File: config.mk
export PLATFORM = sky130hd
export DESIGN_NAME = eu_operand_sched
export DESIGN_NICKNAME = d
export VERILOG_FILES = /design/src/rtl/eu_operand_sched.sv
export SDC_FILE = /design/constraint.sdc
export NUM_CORES = 1
export LEC_CHECK = 0
export ABC_AREA = 1
export ABC_CLOCK_PERIOD_IN_PS = 1650
export CAP_MARGIN = 20
export CORE_MARGIN = 10
export CORE_UTILIZATION = 25
export CTS_CLUSTER_SIZE = 24
export DETAILED_ROUTE_END_ITERATION = 10
export GPL_TIMING_DRIVEN = 0
export MAX_ROUTING_LAYER = met4
export PLACE_DENSITY_LB_ADDON = 0.08
export REMOVE_ABC_BUFFERS = 1
export SYNTH_ARGS = -nofsm -noshare
export SYNTH_HDL_FRONTEND = slang
export SYNTH_SLANG_ARGS = --single-unit
File: constraint.sdc
create_clock -name clk -period 1.65 [get_ports clk]
set_input_delay 0.33 -clock clk [delete_from_list [all_inputs] [get_ports clk]]
set_output_delay 0.33 -clock clk [all_outputs]
set_load 0.05 [all_outputs]
File: src/rtl/eu_operand_sched.sv
// Per-execution-unit operand scheduler: collects two operands from immediate,
// local cache or the shared foreign bus, then hands them to the ALU.
module eu_operand_sched #(
  parameter int unsigned DATA_W  = 16,
  parameter int unsigned TIMEOUT = 15,
  parameter int unsigned EU_IDX  = 0
) (
  input  logic              clk,
  input  logic              reset,
  input  logic              flush_i,
  input  logic              instr_valid_i,
  output logic              instr_ready_o,
  input  logic              op0_isreg_i,
  input  logic              op1_isreg_i,
  input  logic              op0_isforeign_i,
  input  logic              op1_isforeign_i,
  input  logic [DATA_W-1:0] op0_imm_i,
  input  logic [DATA_W-1:0] op1_imm_i,
  output logic              lop0_req_o,
  output logic              lop1_req_o,
  input  logic [DATA_W-1:0] lop0_data_i,
  input  logic [DATA_W-1:0] lop1_data_i,
  input  logic              lop0_success_i,
  input  logic              lop1_success_i,
  output logic              fop_req_o,
  output logic              fop_sel_o,
  output logic              fop_tag_o,
  input  logic              fop_grant_i,
  input  logic              fop_success_i,
  input  logic              fop_tag_i,
  input  logic [DATA_W-1:0] fop_data_i,
  output logic              alu_valid_o,
  input  logic              alu_ready_i,
  output logic [DATA_W-1:0] alu_op0_o,
  output logic [DATA_W-1:0] alu_op1_o,
  output logic [7:0]        retry_cnt_o
);

  typedef enum logic [1:0] {
    ST_IDLE  = 2'd0,
    ST_FETCH = 2'd1,
    ST_ISSUE = 2'd2
  } state_t;

  // Last timeout-counter value before the wait is declared lost.
  localparam logic [7:0] TMO_LAST = 8'(TIMEOUT - 1);

  // The unit index is informational only; nothing is generated from it.
  if (EU_IDX > 32'd65535) begin : g_eu_idx_unused
  end

  state_t              state_r, state_nxt_s;
  logic                isreg0_r, isreg1_r, isfor0_r, isfor1_r;
  logic                isreg0_nxt_s, isreg1_nxt_s, isfor0_nxt_s, isfor1_nxt_s;
  logic                cap0_r, cap1_r, cap0_nxt_s, cap1_nxt_s;
  logic [DATA_W-1:0]   op0_r, op1_r, op0_nxt_s, op1_nxt_s;
  logic [DATA_W-1:0]   alu_op0_r, alu_op1_r, alu_op0_nxt_s, alu_op1_nxt_s;
  logic                out_r, out_nxt_s;
  logic                sel_r, sel_nxt_s;
  logic                tag_r, tag_nxt_s;
  logic [7:0]          tmo_r, tmo_nxt_s;
  logic [7:0]          retry_r, retry_nxt_s;

  logic                in_fetch_s;
  logic                lpend0_s, lpend1_s, fpend0_s, fpend1_s;
  logic                accept_s, fop_accept_s, timeout_s;

  assign in_fetch_s   = (state_r == ST_FETCH);
  assign lpend0_s     = isreg0_r & ~isfor0_r & ~cap0_r;
  assign lpend1_s     = isreg1_r & ~isfor1_r & ~cap1_r;
  assign fpend0_s     = isreg0_r &  isfor0_r & ~cap0_r;
  assign fpend1_s     = isreg1_r &  isfor1_r & ~cap1_r;

  assign instr_ready_o = (state_r == ST_IDLE) & ~flush_i & ~reset;
  assign lop0_req_o    = in_fetch_s & lpend0_s;
  assign lop1_req_o    = in_fetch_s & lpend1_s;
  // op0 wins arbitration; op1 is only chosen when op0 needs nothing foreign.
  assign fop_req_o     = in_fetch_s & ~out_r & (fpend0_s | fpend1_s);
  assign fop_sel_o     = fop_req_o & ~fpend0_s;
  assign fop_tag_o     = tag_r;
  assign alu_valid_o   = (state_r == ST_ISSUE);
  assign alu_op0_o     = alu_op0_r;
  assign alu_op1_o     = alu_op1_r;
  assign retry_cnt_o   = retry_r;

  assign accept_s      = instr_valid_i & instr_ready_o;
  // A response only counts against the request currently in flight.
  assign fop_accept_s  = in_fetch_s & out_r & fop_success_i & (fop_tag_i == tag_r);
  assign timeout_s     = in_fetch_s & out_r & ~fop_accept_s & (tmo_r == TMO_LAST);

  // Next-state, operand capture, foreign-bus bookkeeping and ALU operand load.
  always_comb begin
    state_nxt_s   = state_r;
    isreg0_nxt_s  = isreg0_r;
    isreg1_nxt_s  = isreg1_r;
    isfor0_nxt_s  = isfor0_r;
    isfor1_nxt_s  = isfor1_r;
    cap0_nxt_s    = cap0_r;
    cap1_nxt_s    = cap1_r;
    op0_nxt_s     = op0_r;
    op1_nxt_s     = op1_r;
    out_nxt_s     = out_r;
    sel_nxt_s     = sel_r;
    tag_nxt_s     = tag_r;
    tmo_nxt_s     = tmo_r;
    retry_nxt_s   = retry_r;
    alu_op0_nxt_s = alu_op0_r;
    alu_op1_nxt_s = alu_op1_r;

    if (flush_i) begin
      state_nxt_s = ST_IDLE;
      cap0_nxt_s  = 1'b0;
      cap1_nxt_s  = 1'b0;
      out_nxt_s   = 1'b0;
      tag_nxt_s   = ~tag_r;
    end else begin
      case (state_r)
        ST_IDLE: begin
          if (accept_s) begin
            isreg0_nxt_s = op0_isreg_i;
            isreg1_nxt_s = op1_isreg_i;
            isfor0_nxt_s = op0_isforeign_i;
            isfor1_nxt_s = op1_isforeign_i;
            cap0_nxt_s   = ~op0_isreg_i;
            cap1_nxt_s   = ~op1_isreg_i;
            op0_nxt_s    = op0_isreg_i ? op0_r : op0_imm_i;
            op1_nxt_s    = op1_isreg_i ? op1_r : op1_imm_i;
            tag_nxt_s    = ~tag_r;
            state_nxt_s  = (~op0_isreg_i & ~op1_isreg_i) ? ST_ISSUE : ST_FETCH;
          end else begin
            state_nxt_s = ST_IDLE;
          end
        end
        ST_FETCH: begin
          if (lop0_req_o & lop0_success_i) begin
            op0_nxt_s  = lop0_data_i;
            cap0_nxt_s = 1'b1;
          end else begin
            cap0_nxt_s = cap0_r;
          end
          if (lop1_req_o & lop1_success_i) begin
            op1_nxt_s  = lop1_data_i;
            cap1_nxt_s = 1'b1;
          end else begin
            cap1_nxt_s = cap1_r;
          end
          if (fop_accept_s) begin
            out_nxt_s = 1'b0;
            if (sel_r) begin
              op1_nxt_s  = fop_data_i;
              cap1_nxt_s = 1'b1;
            end else begin
              op0_nxt_s  = fop_data_i;
              cap0_nxt_s = 1'b1;
            end
          end else if (timeout_s) begin
            out_nxt_s   = 1'b0;
            tag_nxt_s   = ~tag_r;
            retry_nxt_s = (retry_r == 8'hFF) ? retry_r : retry_r + 8'd1;
          end else if (fop_req_o & fop_grant_i) begin
            out_nxt_s = 1'b1;
            sel_nxt_s = fop_sel_o;
            tmo_nxt_s = 8'd0;
          end else if (out_r) begin
            tmo_nxt_s = tmo_r + 8'd1;
          end else begin
            tmo_nxt_s = tmo_r;
          end
          state_nxt_s = (cap0_nxt_s & cap1_nxt_s) ? ST_ISSUE : ST_FETCH;
        end
        ST_ISSUE: begin
          if (alu_ready_i) begin
            cap0_nxt_s  = 1'b0;
            cap1_nxt_s  = 1'b0;
            state_nxt_s = ST_IDLE;
          end else begin
            state_nxt_s = ST_ISSUE;
          end
        end
        default: begin
          state_nxt_s = ST_IDLE;
          cap0_nxt_s  = 1'b0;
          cap1_nxt_s  = 1'b0;
          out_nxt_s   = 1'b0;
        end
      endcase
    end

    // ALU operands change only on entry to ISSUE so they hold elsewhere.
    if ((state_nxt_s == ST_ISSUE) && (state_r != ST_ISSUE)) begin
      alu_op0_nxt_s = op0_nxt_s;
      alu_op1_nxt_s = op1_nxt_s;
    end else begin
      alu_op0_nxt_s = alu_op0_r;
      alu_op1_nxt_s = alu_op1_r;
    end
  end

  // State and datapath registers with synchronous reset.
  always_ff @(posedge clk) begin
    if (reset) begin
      state_r   <= ST_IDLE;
      isreg0_r  <= 1'b0;
      isreg1_r  <= 1'b0;
      isfor0_r  <= 1'b0;
      isfor1_r  <= 1'b0;
      cap0_r    <= 1'b0;
      cap1_r    <= 1'b0;
      op0_r     <= '0;
      op1_r     <= '0;
      alu_op0_r <= '0;
      alu_op1_r <= '0;
      out_r     <= 1'b0;
      sel_r     <= 1'b0;
      tag_r     <= 1'b0;
      tmo_r     <= 8'd0;
      retry_r   <= 8'd0;
    end else begin
      state_r   <= state_nxt_s;
      isreg0_r  <= isreg0_nxt_s;
      isreg1_r  <= isreg1_nxt_s;
      isfor0_r  <= isfor0_nxt_s;
      isfor1_r  <= isfor1_nxt_s;
      cap0_r    <= cap0_nxt_s;
      cap1_r    <= cap1_nxt_s;
      op0_r     <= op0_nxt_s;
      op1_r     <= op1_nxt_s;
      alu_op0_r <= alu_op0_nxt_s;
      alu_op1_r <= alu_op1_nxt_s;
      out_r     <= out_nxt_s;
      sel_r     <= sel_nxt_s;
      tag_r     <= tag_nxt_s;
      tmo_r     <= tmo_nxt_s;
      retry_r   <= retry_nxt_s;
    end
  end

endmodule

Word level (Yosys, flattened, before mapping)
Index checks and enable logic that the tools add are counted.
{ "totals": {"reg_bits": 91, "input_bits": 94, "output_inout_bits": 47, "wordCells": 132} }
{ "classes": {"addsub": 2, "eq_ne": 13, "muxes": 46, "n_bitwise": 42, "reduce_logical": 13} }
{ "op_table": {"columns": ["operator", "n"], "rows": [
  ["$mux 16", 12],
  ["$pmux 16 s2", 2],
  ["$and 1x1->1", 26],
  ["$mux 1", 20],
  ["$add 8x1->8 const B", 2],
  ["$mux 8", 2],
  ["$not 1->1", 15],
  ["$reduce_and 5->1", 3],
  ["$mux 2", 5],
  ["$eq 8x4->1 const B", 1],
  ["$eq 8x8->1 const B", 1],
  ["$ne 3x3->1 const B", 2],
  ["$pmux 1 s3", 2],
  ["$pmux 2 s3", 1],
  ["$eq 2x2->1 const B", 2],
  ["$ne 2x2->1 const B", 2],
  ["$ne 4x1->1 const B", 1],
  ["$pmux 1 s2", 2],
  ["$reduce_and 2->1", 2],
  ["$reduce_and 4->1", 1],
  ["$reduce_or 2->1", 2],
  ["$ne 3x2->1 const B", 1],
  ["$reduce_and 3->1", 1],
  ["$reduce_bool 3->1", 1],
  ["other kinds (7)", 7]
]} }

Logic depth before layout (Yosys ltp)
Gate-level depths: netlist of run 1.
{ "logic_depth": {"word_depth": 16, "mapped_depth": 14, "ltp_nobuf": 13} }

Worst setup path after synthesis of run 1
OpenSTA, ideal clock, no wires.
{ "synth_timing": {"path_kind": "register to output", "from": "register state_r[0]", "to": "output lop0_req_o", "t_arrival_ps": 2209, "required_ps": 1320, "path_slack_ps": -889, "stages_incl_launch_ff": 6, "n_path_buf": 1, "cell_sequence": "dfxtp_1 -> buf_4 -> inv_2 -> nor2_4 -> inv_1 -> nor4_1"} }
{ "synth_via": {"elab_chain_len": 2} }
{ "synth_lines": {"columns": ["item", "line", "text"], "rows": [
  ["start, declared", "52", "state_t state_r, state_nxt_s;"],
  ["start signal, assigned", "219", "state_r <= state_nxt_s;"],
  ["$eq 2x1->1", "68", "assign in_fetch_s = (state_r == ST_FETCH);"],
  ["$and 1x1->1", "75", "assign lop0_req_o = in_fetch_s & lpend0_s;"],
  ["end, declared", "19", "output logic lop0_req_o,"]
]} }
Every way passes these cells.

Final worst setup path of run 1
{ "layout_timing": {"from": "register state_r[0]", "to": "output lop1_req_o"} }
{ "layout_via": {"elab_chain_len": 2} }
{ "layout_lines": {"columns": ["item", "line", "text"], "rows": [
  ["$eq 2x1->1", "68", null],
  ["$and 1x1->1", "76", "assign lop1_req_o = in_fetch_s & lpend1_s;"],
  ["end, declared", "20", "output logic lop1_req_o,"]
]} }
Every way passes these cells.

==> qor.txt, run 1 <==
==================================================================================================
Type of the setup path with the least slack                                             reg -> out
Failing checks                                                                        negative setup slack
Total number of clock tree sinks                                                                91
Largest net degree at the start of global routing                                               46
Unrepaired setup endpoints after global routing                                                yes
Number of antenna violations at the first check in global routing                                1
Proportion of layout cells with a drive suffix above 1                                      0.2820
Cell at the root of the clock tree                                                    sky130_fd_sc_hd__clkbuf_16
Global-route wire length before repair                                                    42490 um
Worst flop-to-flop path startpoint                                                      state_r[1]
Final instance area                                                                    10090 sq um
Filler-free cell count of the finished design                                                 1523
Initial Utilization                                                                         0.2525
Syn_area_per_cell                                                                      5.940 sq um
Clock transition time at the flip-flop clock pins of the worst setup and hold paths        0.07 ns
Post-Place Cells                                                                              1398
Slew HR                                                                                     0.4444
Hpwl dp                                                                                   15850 um
Required arrival time at the worst endpoint                                                1.32 ns
Min cycle time layout                                                                     1.979 ns
Global placer's final weighted congestion                                                   0.8072
Leakage component of the power                                                         0.004557 uW
Setup slack, reg-to-reg                                                                   -0.32 ns
Final setup slack of the worst path                                                     -0.3289 ns
Total via count after detailed routing                                                        7207
CP arrival                                                                                 1.65 ns
Synth Warn #                                                                                     0
Violation count after the first detailed-route iteration                                       395
Pre-CTS setup slack                                                                      -2.377 ns
Die area                                                                               30030 sq um
End of the worst hold path                                                                op0_r[9]
Number of buffers between clock root and the deepest sink                                        2
Worst R2R Path Depth                                                                            10
Die H                                                                                     173.3 um
Number of distinct library cells after synthesis                                                33
Final-report max-slew violation count                                                            0
Worst hold path type                                                                     in -> reg
IO Port Bufs                                                                                   140
# nets final                                                                                  1295
Post-route DRC violation count                                                                   0
Remaining global-route overflow                                                                  0
Final Hold Vio Count                                                                             0
Final setup fails                                                                               89
Critical hold path startpoint                                                                reset
Critical Path Sink Type                                                                 output pin
Global-route usage over all layers                                                          0.1865
Vias per cell                                                                                4.732
Total of flip-flops plus latches after synthesis                                                91
Result of the run                                                                     finished with violations
Min-Delay Path Depth                                                                             2
Crit-path max FO                                                                                 3
Synth-to-Final Area Change                                                                  71.84%
Clock skew after layout                                                                0.008023 ns
Detailed Route WL                                                                         28500 um
Average detailed-routed wire length per instance                                          18.71 um
Max rail drop VDD                                                                        0.4461 mV
Reg-to-Reg End                                                                              cap1_r
Startpoint type of the worst setup path                                                   register
Number of search-and-repair iterations in the first detailed-routing pass                        5
Max Clk Rate                                                                             505.3 MHz
Aggregate negative setup slack                                                           -15.39 ns
Max-cap check violation count                                                                    0
Core box area                                                                          23260 sq um
Cell area after synthesis                                                               5874 sq um
Cts bufs inserted                                                                                9
Total power draw                                                                           5517 uW
Insertion delay of the later-clocked pin in the worst-skew pair                            0.36 ns
Number of buffers inserted for hold repair after clock tree synthesis                            0
Vias in the first global route                                                                7080
Count of boundary I/O pins                                                                     141
Floorplan die width                                                                       173.3 um
Number of H-tree branching levels                                                                3
Transition time at the pin with the least slew margin                                    0.8334 ns
Share of the clock period used by the worst path                                             1.199
Placed Instance Area                                                                    7553 sq um
Power density relative to cell area                                                   546.6 nW/um^2
ANT nets after route                                                                             0
Sequential-to-total area share from yosys stat                                              0.3101
Gate Count Post-Synth                                                                          989
Row count                                                                                       56
CTS tree                                                                                     built
==================================================================================================
[layout make-up]
class | instances | area (sq um)
Multi-Input combinational cell | 724 | 4265
Antenna cell | 2 | 5.005
Fill cell | 2442 | 13170
Timing Repair Buffer | 241 | 2741
Tap cell | 319 | 399.1
Clock buffer | 12 | 236.5
Sequential cell | 91 | 1851
Inverter | 129 | 539.3
Timing Repair inverter | 2 | 17.52
Clock inverter | 3 | 40.04
[how the worst max path moves through the flow]
stage,startpoint,endpoint,cells after the start
detailed placement,state_r[1],alu_op0_o[3],10
finish,state_r[0],lop1_req_o,6
CTS,state_r[0],alu_op0_o[2],15
global route,state_r[0],alu_op0_o[9],14
floorplan,fop_tag_o,alu_op0_o[11],11
global placement,reset,alu_op0_o[11],9
[cells by family after synthesis]
kind of cell / count (synthesis) / share of synthesized area
DFF: 91 / 0.3101
xor gates and xnor gates: 11 / 0.01640
buffers and inverters: 185 / 0.1284
adders and majority gates: 3 / 0.006390
AOI/OAI and AO/OA: 123 / 0.1169
and+or+nand+nor: 576 / 0.4217
[cell usage in the layout, fill, tap and decap left out, types with 5 or more instances in the layout]
master / n
sky130_fd_sc_hd__nand2_1: 262
sky130_fd_sc_hd__inv_1: 107
sky130_fd_sc_hd__clkdlybuf4s50_1: 87
sky130_fd_sc_hd__dfxtp_1: 80
sky130_fd_sc_hd__nand3_1: 79
sky130_fd_sc_hd__nor2_1: 66
sky130_fd_sc_hd__nand2_2: 56
sky130_fd_sc_hd__buf_4: 43
sky130_fd_sc_hd__dlygate4sd2_1: 38
sky130_fd_sc_hd__a21oi_1: 33
sky130_fd_sc_hd__nand4_1: 32
sky130_fd_sc_hd__a21oi_2: 27
sky130_fd_sc_hd__buf_6: 27
sky130_fd_sc_hd__o211ai_1: 24
sky130_fd_sc_hd__o21ai_0: 21
sky130_fd_sc_hd__nor2_4: 20
sky130_fd_sc_hd__nand3_2: 16
sky130_fd_sc_hd__nor2_2: 14
sky130_fd_sc_hd__clkbuf_16: 14
sky130_fd_sc_hd__buf_12: 13
sky130_fd_sc_hd__nand2_8: 11
sky130_fd_sc_hd__buf_16: 10
sky130_fd_sc_hd__inv_2: 9
sky130_fd_sc_hd__nand3_4: 9
sky130_fd_sc_hd__buf_8: 9
sky130_fd_sc_hd__nand2_4: 8
sky130_fd_sc_hd__dfxtp_4: 6
sky130_fd_sc_hd__clkdlybuf4s15_2: 6
sky130_fd_sc_hd__o21ai_1: 5
sky130_fd_sc_hd__nor3_1: 5
sky130_fd_sc_hd__xnor2_1: 5
sky130_fd_sc_hd__xor2_1: 5
sky130_fd_sc_hd__dfxtp_2: 5
[critical path, cell delays in order, from the launching register on]
cell	delay, ns
sky130_fd_sc_hd__dfxtp_4	0.38
sky130_fd_sc_hd__clkinv_4	0.06
sky130_fd_sc_hd__nor2_4	0.11
sky130_fd_sc_hd__clkbuf_16	0.16
sky130_fd_sc_hd__clkinvlp_4	0.12
sky130_fd_sc_hd__nor3_4	0.25
sky130_fd_sc_hd__buf_6	0.20
[routing by layer]
metal  wire [um]  up-vias  global-route usage  part of all wire
li1            -     3608                   -                 -
met1       13290     3363              0.2403              0.47
met2       13480      205              0.3004              0.47
met3        1311       31             0.03137             0.046
met4         418        0             0.04024             0.015
met5           0        -                   -                 0
[state kept, by name (all words and copies together), names as in the netlist]
name and flops:
cap0_r 1, isreg0_r 1, retry_cnt_o 8, op0_r 16
isfor0_r 1, out_r 1, alu_op0_o 16, state_r 2
isfor1_r 1, fop_tag_o 1, cap1_r 1, alu_op1_o 16
op1_r 16, isreg1_r 1, tmo_r 8, sel_r 1
[Yosys cell counts]
library cell               number  area (sq um)
sky130_fd_sc_hd__nand2_2        3         18.77
sky130_fd_sc_hd__o21ai_0       30         150.1
sky130_fd_sc_hd__nor2_2         3         18.77
sky130_fd_sc_hd__and2_1         3         18.77
sky130_fd_sc_hd__buf_2         21         105.1
sky130_fd_sc_hd__nor3_2         1         10.01
sky130_fd_sc_hd__xnor2_1        6         52.55
sky130_fd_sc_hd__nor3_1         8         40.04
sky130_fd_sc_hd__nor2_4         3         33.78
sky130_fd_sc_hd__nor4_1         1         6.260
sky130_fd_sc_hd__buf_4          3         22.52
sky130_fd_sc_hd__inv_1        122         457.9
sky130_fd_sc_hd__a31oi_1        4         25.02
sky130_fd_sc_hd__clkbuf_1      24         90.09
sky130_fd_sc_hd__a21oi_1       62         310.3
sky130_fd_sc_hd__nand3_2        1         10.01
sky130_fd_sc_hd__dfxtp_1       91          1822
sky130_fd_sc_hd__a21oi_2        1         8.760
sky130_fd_sc_hd__buf_6          3         33.78
sky130_fd_sc_hd__o21ai_1        1         5.000
sky130_fd_sc_hd__nand3_1      100         500.5
sky130_fd_sc_hd__nand2_1      327          1227
sky130_fd_sc_hd__buf_1          5         18.77
sky130_fd_sc_hd__inv_2          4         15.01
sky130_fd_sc_hd__nor2_1        91         341.6
sky130_fd_sc_hd__nor3_4         1         16.27
sky130_fd_sc_hd__o211ai_1      24         180.2
sky130_fd_sc_hd__o21a_1         1         7.510
sky130_fd_sc_hd__nand3_4        2         35.03
sky130_fd_sc_hd__ha_1           3         37.54
sky130_fd_sc_hd__nand4_1       32         200.2
sky130_fd_sc_hd__xor2_1         5         43.79
sky130_fd_sc_hd__clkinv_1       3         11.26
[what timing repair did]
item | CTS | global route
pin swaps | 50 | 56
setup buffers | 60 | 34
cloned | 21 | 5
setup endpoints to repair | 138 | 98
gates resized for setup | 271 | 162
[per-stage QoR]
stage               hold WS (ns)  utilization
finish                    0.3057       0.4340
global route              0.3166       0.4338
CTS                       0.3506       0.4022
detailed placement        0.4768       0.3247
global placement          0.4805       0.3183
floorplan                 0.3991            -
[power by group]
part	internal [uW]	switching, uW
Clock	1170	965
Sequential	2240	36.4
Combinational	490	621
Total	3890	1620
(Power assumes the default switching activity.)
==> inputs of run 2 (changes only) <==
--- a/config.mk
+++ b/config.mk
@@ -8,6 +8,7 @@
 export ABC_AREA = 1
 export ABC_CLOCK_PERIOD_IN_PS = 1650
 export CAP_MARGIN = 20
+export CORE_ASPECT_RATIO = 1.5
 export CORE_MARGIN = 10
 export CORE_UTILIZATION = 25
 export CTS_CLUSTER_SIZE = 24
==> qor.txt, run 2 (synthesized netlist as in run 1, its figures left out) <==
==================================================================================================
Required arrival time at the worst endpoint                                                1.32 ns
Type of the setup path with the least slack                                             reg -> out
Startpoint type of the worst setup path                                                   register
CTS tree                                                                                     built
Unrepaired setup endpoints after global routing                                                yes
Share of the clock period used by the worst path                                             1.181
Max rail drop VDD                                                                        0.4767 mV
Clock transition time at the flip-flop clock pins of the worst setup and hold paths        0.08 ns
Leakage component of the power                                                         0.004428 uW
Proportion of layout cells with a drive suffix above 1                                      0.2374
Total via count after detailed routing                                                        6992
Final-report max-slew violation count                                                            0
Uppermost layer routed                                                                        met4
M1 WL                                                                                     11540 um
Final Hold Vio Count                                                                             0
IO Port Bufs                                                                                   140
Crit-path max FO                                                                                 5
Die area                                                                               30160 sq um
Min cycle time layout                                                                     1.949 ns
# nets final                                                                                  1280
Worst hold path type                                                                     in -> reg
Final setup fails                                                                               84
Cts bufs inserted                                                                                9
Most common cell after layout, fill and taps aside                                    sky130_fd_sc_hd__nand2_1
Number of H-tree branching levels                                                                3
Synth-to-Final Area Change                                                                  63.60%
Average detailed-routed wire length per instance                                          17.71 um
Met2 wirelength from detailed routing                                                     13630 um
Global-route wire length before repair                                                    41140 um
Result of the run                                                                     finished with violations
End-of-flow core utilization                                                                0.4168
Largest net degree at the start of global routing                                               46
Count of boundary I/O pins                                                                     141
CP arrival                                                                                 1.62 ns
Max Clk Rate                                                                             513.1 MHz
Initial Utilization                                                                         0.2548
Cell type group with the largest total delay on the critical path                     simple AND/OR/NAND/NOR gates
Critical Path Sink Type                                                                 output pin
Clock skew after layout                                                                 0.01119 ns
Global-route usage over all layers                                                          0.1782
Die H                                                                                     207.7 um
Post-route DRC violation count                                                                   0
Transition time at the pin with the least slew margin                                    0.8067 ns
Metal3 WL                                                                                   888 um
Core box area                                                                          23060 sq um
ANT nets after route                                                                             0
Insertion delay of the later-clocked pin in the worst-skew pair                            0.37 ns
Power density relative to cell area                                                   615.9 nW/um^2
Cell at the root of the clock tree                                                    sky130_fd_sc_hd__clkbuf_16
Vias per cell                                                                                4.649
Number of buffers inserted for hold repair after clock tree synthesis                            0
Vias in the first global route                                                                7103
Number of buffers between clock root and the deepest sink                                        2
Total number of clock tree sinks                                                                91
Number of antenna violations at the first check in global routing                                1
Top library cells by usage in the layout, fill and taps aside                         sky130_fd_sc_hd__nand2_1 (289), sky130_fd_sc_hd__inv_1 (107), sky130_fd_sc_hd__clkdlybuf4s50_1 (88), sky130_fd_sc_hd__dfxtp_1 (80), sky130_fd_sc_hd__nor2_1 (74)
Crit path buf inv count                                                                          3
Global placer's final weighted congestion                                                   0.7889
Delay of the slowest cell on the worst path                                                0.41 ns
Final setup slack of the worst path                                                     -0.2990 ns
Remaining global-route overflow                                                                  0
Floorplan die width                                                                       145.2 um
Slew HR                                                                                     0.4622
Failing checks                                                                        negative setup slack
Series of cell instances along the critical path                                      inv_6 > nor2_4 > inv_2 > nor4_4 > buf_6
Violation count after the first detailed-route iteration                                       361
Hpwl dp                                                                                   16290 um
Detailed Route WL                                                                         26640 um
Number of search-and-repair iterations in the first detailed-routing pass                        5
Row count                                                                                       68
Critical-path cell with the highest stage delay                                       sky130_fd_sc_hd__dfxtp_4
Max-cap check violation count                                                                    0
Aggregate negative setup slack                                                           -13.17 ns
==================================================================================================
[run 2: cell count changes in the layout (fill, tap and decap cells not counted), sizes merged, moves of 2 or more]
cell,change
dlygate4sd2,-3
clkinvlp,-2
bufinv,+3
nand2,-6
buf,-5
clkdlybuf4s15,+3
clkbuf,-7
[run 2: where the power goes]
group | internal [uW] | switching [uW]
Clock | 1640 | 1030
Combinational | 430 | 543
Sequential | 2240 | 38.8
[run 2: routing by layer]
| metal | track usage | vias to the layer above |
|---|---|---|
| met5 | - | - |
| met4 | 0.06206 | 0 |
| met3 | 0.02182 | 26 |
| met2 | 0.3084 | 147 |
| met1 | 0.2076 | 3256 |
| li1 | - | 3563 |
[run 2: final timing paths]
check / from / endpoint / slack [ns] / depth (start not counted)
max: state_r[0] / lop0_req_o / -0.30 / 5
min: reset / retry_cnt_o[5] / 0.28 / 2
max reg2reg: state_r[0] / alu_op0_o[9] / -0.28 / 12
min reg2reg: fop_tag_o / fop_tag_o / 0.49 / 1
[run 2: stage by stage]
stage          setup WS, ns  cells  instance area, sq um  total power [uW]  hold WS, ns
2_1_floorplan        -1.784    933                  5604              2687       0.3991
3_3_place_gp         -4.758   1388                  7400              3125       0.4819
3_5_place_dp         -2.506   1392                  7486              3136       0.4888
4_1_cts             -0.3420   1475                  9125              5959       0.2856
5_1_grt             -0.3633   1504                  9610              6152       0.2931
6_report            -0.2990   1504                  9610              5919       0.2796
[run 2: cell type report]
cell class / count / area (sq um)
Tap cell: 315 / 394.1
Inverter: 129 / 528.0
Multi-Input combinational cell: 719 / 4020
Timing Repair Buffer: 233 / 2456
Fill cell: 2469 / 13450
Antenna cell: 1 / 2.502
Clock buffer: 9 / 225.2
Clock inverter: 7 / 138.9
Sequential cell: 91 / 1846
[run 2: repair_timing]
action,4_1_cts,5_1_grt
cloned,11,1
gates resized for setup,278,73
pin swaps,41,44
endpoints found under the hold margin,0,0
endpoints found under the setup margin,138,99
buffers inserted,56,28
